===== src/rtl/pm_loader_if.sv =====
// Nibble stream and program-memory write bus between a frame source and pm_loader.
interface pm_loader_if #(
   parameter int ADDR_W = 8
);
   logic [3:0]        nib_in;
   logic              nib_valid;
   logic              nib_ready;
   logic [ADDR_W-1:0] pm_addr;
   logic [7:0]        pm_wdata;
   logic              pm_wren;

   modport master (
      output nib_in, nib_valid,
      input  nib_ready, pm_addr, pm_wdata, pm_wren
   );

   modport slave (
      input  nib_in, nib_valid,
      output nib_ready, pm_addr, pm_wdata, pm_wren
   );
endinterface


===== src/rtl/pm_loader.sv =====
// Loads a length/data/checksum frame from a nibble stream into program memory
// while holding the CPU in reset; releases the CPU only after a good checksum.
//
// state   | meaning
// --------+-----------------------------------------------------------
// IDLE    | no session, CPU released, waiting for start
// LEN_HI  | expecting high nibble of length byte
// LEN_LO  | expecting low nibble of length byte, loads byte counter
// DAT_HI  | expecting high nibble of a data byte
// DAT_LO  | expecting low nibble of a data byte, schedules the write
// SUM_HI  | expecting high nibble of checksum byte
// SUM_LO  | expecting low nibble of checksum byte, compares running sum
// ERR     | failed or aborted session, CPU still held, waits for start
module pm_loader #(
   parameter int ADDR_W    = 8,
   parameter int BASE_ADDR = 0
) (
   input  logic         clk,
   input  logic         reset,
   input  logic         start,
   input  logic         abort,
   pm_loader_if.slave   bus,
   output logic         cpu_hold,
   output logic         busy,
   output logic         done,
   output logic         error
);

   localparam int CNT_W = (ADDR_W + 1 > 9) ? ADDR_W + 1 : 9;
   localparam logic [ADDR_W-1:0] BASE     = ADDR_W'(BASE_ADDR);
   localparam logic [CNT_W-1:0]  FULL_CNT = CNT_W'(1) << ADDR_W;

   typedef enum logic [2:0] {
      S_IDLE,
      S_LEN_HI,
      S_LEN_LO,
      S_DAT_HI,
      S_DAT_LO,
      S_SUM_HI,
      S_SUM_LO,
      S_ERR
   } state_t;

   state_t            state_q, state_d;
   logic [3:0]        hi_q, hi_d;
   logic [CNT_W-1:0]  cnt_q, cnt_d;
   logic [ADDR_W-1:0] addr_q, addr_d;
   logic [7:0]        sum_q, sum_d;
   logic [7:0]        wdata_q, wdata_d;
   logic              wren_q, wren_d;
   logic              done_q, done_d;

   logic              in_session;
   logic              xfer;
   logic [7:0]        rx_byte;

   always_comb begin
      in_session = (state_q != S_IDLE) && (state_q != S_ERR);
      xfer       = in_session && bus.nib_valid;
      rx_byte    = {hi_q, bus.nib_in};
   end

   always_comb begin
      state_d = state_q;
      hi_d    = hi_q;
      cnt_d   = cnt_q;
      addr_d  = addr_q;
      sum_d   = sum_q;
      wdata_d = wdata_q;
      wren_d  = 1'b0;
      done_d  = 1'b0;

      // The address advances only after its write strobe has been presented.
      if (wren_q) begin
         addr_d = addr_q + 1'b1;
      end

      unique case (state_q)
         S_IDLE, S_ERR: begin
            if (start) begin
               state_d = S_LEN_HI;
               cnt_d   = '0;
               addr_d  = BASE;
               sum_d   = '0;
            end
         end
         S_LEN_HI, S_DAT_HI, S_SUM_HI: begin
            if (xfer) begin
               hi_d    = bus.nib_in;
               state_d = (state_q == S_LEN_HI) ? S_LEN_LO :
                         (state_q == S_DAT_HI) ? S_DAT_LO : S_SUM_LO;
            end
         end
         S_LEN_LO: begin
            if (xfer) begin
               cnt_d   = (rx_byte == 8'd0) ? FULL_CNT : CNT_W'(rx_byte);
               state_d = S_DAT_HI;
            end
         end
         S_DAT_LO: begin
            if (xfer) begin
               wren_d  = 1'b1;
               wdata_d = rx_byte;
               sum_d   = sum_q + rx_byte;
               cnt_d   = cnt_q - 1'b1;
               state_d = (cnt_q == CNT_W'(1)) ? S_SUM_HI : S_DAT_HI;
            end
         end
         S_SUM_LO: begin
            if (xfer) begin
               if (rx_byte == sum_q) begin
                  state_d = S_IDLE;
                  done_d  = 1'b1;
               end else begin
                  state_d = S_ERR;
               end
            end
         end
         default: state_d = S_IDLE;
      endcase

      // Abort wins over a nibble accepted in the same cycle.
      if (abort && in_session) begin
         state_d = S_ERR;
         wren_d  = 1'b0;
         wdata_d = wdata_q;
         done_d  = 1'b0;
      end
   end

   always_ff @(posedge clk or posedge reset) begin
      if (reset) begin
         state_q <= S_IDLE;
         hi_q    <= '0;
         cnt_q   <= '0;
         addr_q  <= BASE;
         sum_q   <= '0;
         wdata_q <= '0;
         wren_q  <= 1'b0;
         done_q  <= 1'b0;
      end else begin
         state_q <= state_d;
         hi_q    <= hi_d;
         cnt_q   <= cnt_d;
         addr_q  <= addr_d;
         sum_q   <= sum_d;
         wdata_q <= wdata_d;
         wren_q  <= wren_d;
         done_q  <= done_d;
      end
   end

   always_comb begin
      bus.nib_ready = in_session;
      bus.pm_addr   = addr_q;
      bus.pm_wdata  = wdata_q;
      bus.pm_wren   = wren_q;
      busy          = in_session;
      cpu_hold      = in_session || (state_q == S_ERR);
      error         = (state_q == S_ERR);
      done          = done_q;
   end

endmodule


===== src/flat_wrapper.sv =====
// flat-port wrapper written by rule: the top's interface ports become plain ports
module pm_loader_flat 
#(
   parameter int ADDR_W    = 8,
   parameter int BASE_ADDR = 0
)
  (clk, reset, start, abort, cpu_hold, busy, done, error, bus_nib_in, bus_nib_valid, bus_nib_ready, bus_pm_addr, bus_pm_wdata, bus_pm_wren);
  pm_loader_if #(.ADDR_W(ADDR_W)) bus_i ();
  input  logic clk;
  input  logic reset;
  input  logic start;
  input  logic abort;
  output logic cpu_hold;
  output logic busy;
  output logic done;
  output logic error;
  input wire logic [$bits(bus_i.nib_in)-1:0] bus_nib_in;
  input wire logic [$bits(bus_i.nib_valid)-1:0] bus_nib_valid;
  output wire logic [$bits(bus_i.nib_ready)-1:0] bus_nib_ready;
  output wire logic [$bits(bus_i.pm_addr)-1:0] bus_pm_addr;
  output wire logic [$bits(bus_i.pm_wdata)-1:0] bus_pm_wdata;
  output wire logic [$bits(bus_i.pm_wren)-1:0] bus_pm_wren;
  assign bus_i.nib_in = bus_nib_in;
  assign bus_i.nib_valid = bus_nib_valid;
  assign bus_nib_ready = bus_i.nib_ready;
  assign bus_pm_addr = bus_i.pm_addr;
  assign bus_pm_wdata = bus_i.pm_wdata;
  assign bus_pm_wren = bus_i.pm_wren;
  pm_loader #(.ADDR_W(ADDR_W), .BASE_ADDR(BASE_ADDR)) u_core (.clk(clk), .reset(reset), .start(start), .abort(abort), .bus(bus_i), .cpu_hold(cpu_hold), .busy(busy), .done(done), .error(error));
endmodule

===== config.mk =====
export PLATFORM = sky130hd
export DESIGN_NAME = pm_loader_flat
export DESIGN_NICKNAME = d
export VERILOG_FILES = /design/src/rtl/pm_loader_if.sv /design/src/rtl/pm_loader.sv /design/src/flat_wrapper.sv
export SDC_FILE = /design/constraint.sdc
export NUM_CORES = 1
export LEC_CHECK = 0
export BUFFER_PORTS_ARGS = -buffer_cell sky130_fd_sc_hd__buf_2
export CORE_ASPECT_RATIO = 0.5
export CORE_MARGIN = 2
export CORE_UTILIZATION = 40
export CTS_CLUSTER_SIZE = 10
export DETAILED_ROUTE_END_ITERATION = 12
export SLEW_MARGIN = 20
export SYNTH_ARGS = -nofsm -noshare
export SYNTH_HDL_FRONTEND = slang
export SYNTH_SLANG_ARGS = --single-unit

===== constraint.sdc =====
create_clock -name clk -period 2.3 [get_ports clk]
set_clock_uncertainty 0.05 [all_clocks]
set_input_delay 0 -clock clk [delete_from_list [all_inputs] [get_ports clk]]
set_output_delay 0 -clock clk [all_outputs]
set_load 0.01 [all_outputs]

==> flow_summary_export.csv, run 1 <==
group,metric,value,unit
run_status,status,"finished, final reports clean",
synth,seq_area_frac_synth,43.52,%
sta,setup_viol,0,
sta,finalSetupTns,0,ns
finish,layout.nets,296,
clock_tree,numCtsBuffers,5,
sta,period_minus_slack,2.003,ns
finish,syn2layout_area_growth,14.25,%
power_and_ir_drop,irDropWorstVdd,0.3836,mV
hold_path,hp-class,"primary input to flop",
global_route,grt_pass1_wl,9108,um
global_route,overflow,0,
finish,antennaDiodeCount,0,
synth,synth_cell_types,49,
worst_setup_path,worstPathRequired,2.38,ns
sta,finalMaxSlewViolations,0,
sta,fin_ws,0.2969,ns
worst_setup_path,r2r-end,"u_core.state_q[0]",
synth,synthArstFlopShare,100.0,%
power_and_ir_drop,intPower,1.965,mW
clock_tree,cts_tree,"built",
placement,portBuffers,30,
drt,drt-initial-drc-count,108,
global_route,grt_use_total,17.78,%
sta,tightest_slew,0.6014,ns
synth,yosys_warnings,0,
drt,routedWlPerCell,15.67,um
finish,mostFrequentLayoutCell,"dfrtp_1",
die,die_h,58.94,um
finish,final_cell_mix,"42 x dfrtp_1, 30 x buf_2, 23 x nor2_1",
die,core-area,0.005658,mm2
global_route,antenna_found_initial,0,
synth,ys.flop_type,"dfrtp_1",
finish,seq_area,0.001051,mm2
clock_tree,cts.path.max_buffers,2,
hold_path,hold_path_end,"u_core.state_q[0]",
drt,viasPerCell,5.506,
drt,ant_nets,0,
sta,post-route-period-util,87.09,%
finish,multi_input_area,0.001246,mm2
die,start_util,42.68,%
clock_tree,cts_hold_buffers,1,
finish,fill_cells,531,
power_and_ir_drop,p_sw,1.348,mW
placement,dp_slack,0.3088,ns
finish,drive_gt1_share,22.38,%
worst_setup_path,rr_startpoint,"u_core.hi_q[1]",
synth,synth_nets,265,
sta,hold_viol_final,0,
global_route,grt_start_max_net_pins,43,
worst_setup_path,cp-end-kind,"flop",
clock_tree,post_cts_buffers,0,
synth,synthCells,245,
worst_setup_path,cp.arrival,2.08,ns
clock_tree,htree_levels,2,
worst_setup_path,reg2regPathDepth,6,
drt,routed_wl,5484,um
power_and_ir_drop,clkPwrFrac,21.0,%
hold_path,min_from,"abort",
die,ios,31,
worst_setup_path,crit_fanout,5,
placement,dpl.hpwl,3745,um
worst_setup_path,start_kind,"flop",
synth,syn_avg_cell_area,9.856,um2
sta,rsz0062_at_grt,"false",
power_and_ir_drop,p_per_area,1201,mW/mm2
hold_path,hold_depth,3,
synth,synth_edf_count,0,
synth,syn_area,0.002415,mm2
clock_tree,insertion_delay,0.28,ns
die,die_width,113.9,um
placement,place.gp.congestion,0.8696,
worst_setup_path,reg2reg_setup_slack,0.30,ns
worst_setup_path,critPathKind,"flop to flop",
synth,ys_ff_latch,42,
clock_tree,clk_pin_slew,0.06,ns
clock_tree,ctsResizeCount,0,
power_and_ir_drop,pwr-share-comb,41.3,%
clock_tree,cts_root_buffer,"clkbuf_16",
clock_tree,cts.sinks,42,
run,drv_cap,0,
power_and_ir_drop,switching_share,40.68,%
drt,drt_first_pass_iters,4,
power_and_ir_drop,p_leak,1.315,nW
sta,max_freq,499.2,MHz
drt,drc,0,
power_and_ir_drop,seq_power_share,37.7,%
die,rows,19,
global_route,first_global_vias,1797,
drt,num_vias,1927,
sta,max_slew_margin,59.69,%
die,die_area,0.006712,mm2
[layer usage]
metal	GRT usage, %	wire length (um)	vias up
li1	-	-	951
met1	26.20	2919	925
met2	26.35	2246	49
met3	3.811	276	2
met4	5.749	42	0
met5	0	0	-
[registers in the layout (all words and copies together) (netlist names)]
| signal | cells |
|---|---|
| u_core.bus.pm_wdata | 8 |
| u_core.state_q | 3 |
| u_core.bus.pm_wren | 1 |
| u_core.hi_q | 4 |
| u_core.cnt_q | 9 |
| u_core.done | 1 |
| u_core.sum_q | 8 |
| u_core.bus.pm_addr | 8 |
[layout make-up]
cell class              instances  area share [%]
multi-input cells             182           45.17
flip-flops and latches         42           38.10
repair buffers                 34           6.621
clock buffers                   5           4.535
well taps                      73           3.311
inverters                      11           1.497
clock inverters                 3          0.7710
[cell families after synthesis]
kind of cell    synth area share [%]
xor+xnor                       4.352
simple gates                   17.10
flops                          43.52
fa+ha+maj                      6.010
mux                            7.720
buf+inv                        4.870
compound gates                 16.43
[Yosys cell counts, types with 2 or more instances]
cell type / number / area share [%]
nor2_1: 23 / 3.6
mux2_2: 13 / 6.1
o22ai_1: 2 / 0.52
clkbuf_1: 2 / 0.31
nor4_1: 4 / 1.0
ha_1: 10 / 5.2
buf_4: 4 / 1.2
a31oi_1: 5 / 1.3
o21ai_1: 2 / 0.41
a21oi_1: 16 / 3.3
a32oi_1: 5 / 1.8
nand3_1: 16 / 3.3
inv_1: 11 / 1.7
a211oi_1: 2 / 0.62
xnor2_1: 7 / 2.5
nor3_1: 7 / 1.5
nor2b_1: 2 / 0.52
o21ai_0: 17 / 3.5
buf_6: 3 / 1.4
xor2_1: 5 / 1.8
mux2i_1: 4 / 1.7
nand2_1: 12 / 1.9
a21o_1: 4 / 1.2
dfrtp_1: 42 / 44
nand4_1: 2 / 0.52
nor3b_1: 2 / 0.62
[power groups by stage]
stage / Combinational, mW / Clock, mW / Sequential [mW]
floorplan: 1.12 / 0 / 1.17
global placement: 1.34 / 0 / 1.24
detailed placement: 1.36 / 0 / 1.25
CTS: 1.37 / 0.720 / 1.25
global route: 1.53 / 0.751 / 1.29
finish: 1.37 / 0.696 / 1.25
[how the worst max path moves through the flow]
stage / slack, ns / depth (start not counted) / start / end
after global placement: 0.31 / 6 / u_core.hi_q[1] / u_core.state_q[0]
after detailed placement: 0.31 / 6 / u_core.hi_q[1] / u_core.state_q[0]
final: 0.30 / 6 / u_core.hi_q[1] / u_core.state_q[0]
after floorplan: 0.51 / 7 / u_core.sum_q[0] / u_core.sum_q[6]
after global routing: 0.10 / 6 / u_core.hi_q[1] / u_core.state_q[0]
after CTS: 0.29 / 6 / u_core.hi_q[1] / u_core.state_q[0]
[critical path, cell delays in order, from the launching register on]
cell and delay (ns):
dfrtp_1 0.43, ha_1 0.36, nor4_1 0.31, nand3_1 0.17
or3_1 0.33, a21oi_1 0.15, a41oi_1 0.06
[stage by stage]
stage                     area, um2  std cells  hold slack (ns)  utilization [%]  total power, mW
after floorplan                2415        245           0.1004                -            2.295
after global placement         2603        341           0.1213            46.00            2.580
after detailed placement       2603        341           0.1276            46.00            2.610
after CTS                      2759        350         0.001634            48.76            3.332
after global routing           2759        350          0.02516            48.76            3.570
final                          2759        350         0.005031            48.76            3.313
Power figures use the tool's default switching activity.
==> inputs of run 2 (changes only) <==
--- a/config.mk
+++ b/config.mk
@@ -11,7 +11,9 @@
 export CORE_UTILIZATION = 40
 export CTS_CLUSTER_SIZE = 10
 export DETAILED_ROUTE_END_ITERATION = 12
+export SETUP_SLACK_MARGIN = 0.4
 export SLEW_MARGIN = 20
 export SYNTH_ARGS = -nofsm -noshare
 export SYNTH_HDL_FRONTEND = slang
 export SYNTH_SLANG_ARGS = --single-unit
+export TNS_END_PERCENT = 5
==> run 2 against run 1 <==
Clock power barely moved; die area did not move; via count is 0.16% lower; register-to-register slack improved by 0.08 ns; first-iteration DRC count grew 16%; design area grew 1.0%; sequential power barely moved; global-route usage up 0.14 points; count of clock-buffer cells in the layout unchanged; final cell count up 0.29%.
==> flow_summary_export.csv, run 2 (synthesis gave the netlist of run 1 again) <==
group,metric,value,unit
run_status,status,"finished, final reports clean",
placement,portBuffers,30,
die,start_util,42.68,%
worst_setup_path,start_kind,"flop",
clock_tree,numCtsBuffers,5,
finish,layout.nets,297,
drt,drt-initial-drc-count,125,
clock_tree,cts.path.max_buffers,2,
global_route,first_global_vias,1803,
global_route,antenna_found_initial,0,
sta,finalSetupTns,0,ns
die,die_h,58.94,um
die,rows,19,
sta,setup_viol,0,
placement,dpl.hpwl,3745,um
global_route,grt_pass1_wl,9177,um
finish,mostFrequentLayoutCell,"dfrtp_1",
sta,max_slew_margin,61.50,%
sta,max_freq,521.3,MHz
finish,antennaDiodeCount,0,
worst_setup_path,cp-end-kind,"flop",
die,die_area,0.006712,mm2
drt,ant_nets,0,
global_route,grt_start_max_net_pins,43,
drt,routed_wl,5461,um
hold_path,hold_depth,3,
drt,num_vias,1924,
power_and_ir_drop,p_leak,1.319,nW
worst_setup_path,critPathSlowestCell,"fa_1",
finish,fill_cells,526,
worst_setup_path,crit_fanout,3,
sta,finalMaxSlewViolations,0,
power_and_ir_drop,p_per_area,1204,mW/mm2
sta,period_minus_slack,1.918,ns
die,die_width,113.9,um
finish,drive_gt1_share,23.74,%
sta,tightest_slew,0.5743,ns
run,drv_cap,0,
drt,drt_first_pass_iters,4,
finish,top_register,"u_core.cnt_q",
worst_setup_path,crit_chain,"ha_1 -> fa_1 -> a21o_1 -> a21oi_1 -> o21bai_1 -> mux2i_1 -> nand2_1",
finish,stdcell_count,351,
placement,place.gp.congestion,0.8696,
clock_tree,cts.sinks,42,
drt,drc,0,
placement,dpl.cell_count,341,
finish,final_cell_mix,"42 x dfrtp_1, 30 x buf_2, 23 x nor2_1",
global_route,grt_use_total,17.92,%
die,ios,31,
sta,hold_viol_final,0,
sta,post-route-period-util,83.41,%
clock_tree,insertion_delay,0.28,ns
drt,viasPerCell,5.481,
hold_path,hp-class,"primary input to flop",
finish,largest_reg_flops,9,
global_route,overflow,0,
sta,rsz0062_at_grt,"true",
worst_setup_path,cp.arrival,2.04,ns
worst_setup_path,worstPathRequired,2.42,ns
drt,routedWlPerCell,15.56,um
power_and_ir_drop,irDropWorstVdd,0.3858,mV
clock_tree,cts_tree,"built",
die,core-area,0.005658,mm2
worst_setup_path,critPathKind,"flop to flop",
clock_tree,htree_levels,2,
worst_setup_path,reg2regPathDepth,7,
worst_setup_path,max_stage_delay,0.42,ns
clock_tree,cts_root_buffer,"clkbuf_16",
clock_tree,clk_pin_slew,0.06,ns
finish,syn2layout_area_growth,15.44,%
run 2: cell count changes in the layout (fill, tap and decap cells not counted), sizes merged:
cell / change
buf: +1
run 2: worst paths after layout:
kind / start / end / slack (ns)
max reg2reg: u_core.sum_q[0] / u_core.sum_q[6] / 0.38
min reg2reg: u_core.bus.pm_wdata[1] / u_core.bus.pm_wdata[1] / 0.46
max in group asynchronous: reset / u_core.cnt_q[4] / 1.47
min in group asynchronous: reset / u_core.done / 0.35
max: u_core.sum_q[0] / u_core.sum_q[6] / 0.38
min: abort / u_core.state_q[0] / 0.008
run 2: critical path: cells and delay by family (launching register included):
family                   cells  cell delay [ns]
adder cells (fa/ha/maj)      2             0.66
AND/OR/NAND/NOR              1             0.06
multiplexers                 1             0.14
flip-flops                   1             0.38
AO/OA/AOI/OAI                3             0.51
run 2: power breakdown:
| group | total [mW] | switching [mW] | internal, mW |
|---|---|---|---|
| clock | 0.695 | 0.293 | 0.402 |
| combinational | 1.40 | 0.786 | 0.618 |
| sequential | 1.26 | 0.283 | 0.973 |
run 2: timing repair:
item                                    in CTS  in global routing
hold buffers                                 1                  0
pin swaps                                    1                  1
hold endpoints to repair                    42                  0
gates resized for setup                      2                  2
buffers inserted                             1                  0
endpoints found under the setup margin       5                 22
run 2: cell type report:
cell class | count | area (um2) | share of cell area, %
multi-input combinational | 182 | 1267 | 45.47
sequential | 42 | 1051 | 37.70
timing repair buffer | 35 | 190.2 | 6.822
clock buffer | 5 | 125.1 | 4.488
tap | 73 | 91.34 | 3.276
inverter | 11 | 41.29 | 1.481
clock inverter | 3 | 21.27 | 0.7630
run 2: metrics by stage:
stage	cell area [um2]	power (mW)	hold slack [ns]	setup slack [ns]	util, %
2_1_floorplan	2415	2.295	0.1004	0.5108	-
3_3_place_gp	2603	2.580	0.1213	0.3072	46.00
3_5_place_dp	2603	2.610	0.1276	0.3088	46.00
4_1_cts	2785	3.376	0.001634	0.3766	49.23
5_1_grt	2788	3.623	0.02516	0.2566	49.27
6_report	2788	3.355	0.007738	0.3815	49.27
run 2: routing by layer:
layer	wire (um)	track usage, %	vias to the layer above	part of all wire, %
li1	-	-	953	-
met1	2874	26.52	923	53
met2	2272	26.43	46	42
met3	272	3.811	2	5.0
met4	42	5.749	0	0.77
met5	0	0	-	0
==> inputs of run 3 (changes only) <==
==> constraint.sdc (replaced) <==
create_clock -name clk -period 2 [get_ports clk]
set_clock_uncertainty 0.05 [all_clocks]
set_input_delay 0 -clock clk [delete_from_list [all_inputs] [get_ports clk]]
set_output_delay 0 -clock clk [all_outputs]
set_load 0.01 [all_outputs]
==> run 3 against run 2 <==
Routed wire length increased by 14%; die area unchanged; total power increased by 38%; design area increased by 13%; sequential share of layout area decreased by 4.2 points; setup slack got worse by 0.15 ns; sequential cell count unchanged; non-clock buffer count increased by 25; combinational power increased by 65%; hold slack got worse by 0.0073 ns; critical endpoint is now u_core.sum_q[7]; largest cell class unchanged.
==> flow_summary_export.csv, run 3 (synthesis gave the netlist of run 1 again) <==
group,metric,value,unit
run_status,status,"finished, final reports clean",
die,die_h,58.94,um
global_route,antenna_found_initial,0,
global_route,overflow,0,
finish,seq_area,0.001054,mm2
worst_setup_path,path_common_cell,"mux2i_1",
finish,antennaDiodeCount,0,
finish,fin_util,55.66,%
clock_tree,cts_root_buffer,"clkbuf_16",
worst_setup_path,cp.arrival,1.92,ns
placement,dp_slack,0.07218,ns
clock_tree,htree_levels,2,
hold_path,hp-class,"primary input to flop",
clock_tree,clk_pin_slew,0.06,ns
power_and_ir_drop,switching_share,39.35,%
finish,largest_reg_flops,9,
drt,drt_first_pass_iters,4,
worst_setup_path,cp-end-kind,"flop",
global_route,grt_use_total,19.13,%
power_and_ir_drop,p_per_area,1466,mW/mm2
worst_setup_path,crit_chain,"ha_4 -> buf_4 -> a21o_1 -> a31oi_2 -> mux2i_1 -> mux2i_1",
sta,finalSetupTns,0,ns
drt,drc,0,
worst_setup_path,critPathKind,"flop to flop",
finish,top_register,"u_core.cnt_q",
die,rows,19,
global_route,grt_pass1_wl,9887,um
drt,routed_wl,6212,um
sta,whs,0.0004671,ns
drt,viasPerCell,5.647,
die,start_util,42.68,%
global_route,grt_start_max_net_pins,43,
worst_setup_path,critPathSlowestCell,"dfrtp_1",
global_route,first_global_vias,1989,
worst_setup_path,crit_fanout,6,
worst_setup_path,start_kind,"flop",
clock_tree,cts_tree,"built",
finish,fill_cells,506,
finish,stdcell_count,377,
finish,syn2layout_area_growth,30.41,%
sta,fin_ws,0.2343,ns
placement,dpl.cell_count,348,
drt,routedWlPerCell,16.48,um
power_and_ir_drop,pwr-share-comb,50.0,%
placement,place.gp.congestion,0.9360,
sta,tightest_slew,0.5610,ns
die,ios,31,
finish,mostFrequentLayoutCell,"dfrtp_1",
clock_tree,cts.sinks,42,
power_and_ir_drop,p_leak,1.450,nW
placement,dpl.hpwl,3985,um
power_and_ir_drop,clkPwrFrac,20.3,%
clock_tree,numCtsBuffers,5,
worst_setup_path,worstPathRequired,2.15,ns
finish,final_cell_mix,"40 x dfrtp_1, 30 x buf_2, 27 x buf_4",
sta,rsz0062_at_grt,"true",
die,die_width,113.9,um
power_and_ir_drop,power.total,4.617,mW
sta,finalMaxSlewViolations,0,
placement,place_area,0.002701,mm2
sta,max_freq,566.3,MHz
drt,drt-initial-drc-count,130,
power_and_ir_drop,p_sw,1.817,mW
sta,post-route-period-util,88.29,%
run,drv_cap,0,
sta,hold_viol_final,0,
worst_setup_path,reg2reg_setup_slack,0.23,ns
finish,multi_input_area,0.001411,mm2
drt,ant_nets,0,
die,die_area,0.006712,mm2
finish,drive_gt1_share,36.18,%
worst_setup_path,max_stage_delay,0.41,ns
sta,period_minus_slack,1.766,ns
sta,setup_viol,0,
finish,post-route-cell-area,0.003149,mm2
power_and_ir_drop,irDropWorstVdd,0.5377,mV
finish,layout.nets,323,
sta,max_slew_margin,62.26,%
clock_tree,cts.path.max_buffers,2,
die,core-area,0.005658,mm2
drt,num_vias,2129,
power_and_ir_drop,seq_power_share,29.7,%
placement,portBuffers,30,
clock_tree,insertion_delay,0.29,ns
power_and_ir_drop,intPower,2.800,mW
-- run 3: cell types whose count changed in the layout (fill, tap and decap cells not counted), sizes merged --
| cell | delta |
|---|---|
| a22oi | +1 |
| buf | +24 |
| bufinv | +1 |
| clkbuf | +1 |
| clkinv | -2 |
| clkinvlp | +1 |
-- run 3: path summary, 6_finish.rpt --
| path | start | to | depth (start not counted) |
|---|---|---|---|
| worst min-delay path | abort | u_core.state_q[0] | 3 |
| min in group asynchronous | reset | u_core.done | 4 |
| worst max-delay path | u_core.sum_q[6] | u_core.sum_q[7] | 6 |
| worst max register to register | u_core.sum_q[6] | u_core.sum_q[7] | 6 |
| worst min register to register | u_core.bus.pm_wdata[3] | u_core.bus.pm_wdata[3] | 1 |
| max in group asynchronous | reset | u_core.state_q[0] | 4 |
-- run 3: critical path: cells and delay by family (launching register included) --
kind                       cells  cell delay, ns
adders and majority gates      1            0.26
AOI/OAI and AO/OA              2            0.34
muxes                          2            0.47
DFF                            1            0.41
buffers and inverters          1            0.15
-- run 3: area by class of cell --
type	count	share of cell area (%)
tap	73	2.900
clock inverter	3	1.430
timing repair buffer	60	12.12
multi-input combinational	183	44.82
inverter	11	1.311
clock buffer	5	3.973
sequential	42	33.45
-- run 3: power groups by stage --
stage | Combinational [mW] | Clock, mW | Sequential, mW
floorplan | 1.33 | 0 | 1.37
global placement | 1.73 | 0 | 1.40
detailed placement | 1.76 | 0 | 1.41
CTS | 2.03 | 0.950 | 1.40
global route | 2.52 | 0.989 | 1.40
finish | 2.31 | 0.938 | 1.37
-- run 3: timing repair --
item	4_1_cts	5_1_grt
pin swaps	6	4
hold buffers	1	0
resized for setup	12	11
gates cloned	0	1
endpoints found under the setup margin	36	44
buffers inserted	8	11
endpoints found under the hold margin	42	0
-- run 3: layer usage --
layer	vias to the layer above	global-route usage (%)	wire length, um
met5	-	0	0
met4	0	5.749	74
met3	7	4.016	318
met2	65	30.97	2797
met1	1049	26.37	3022
li1	1008	-	-
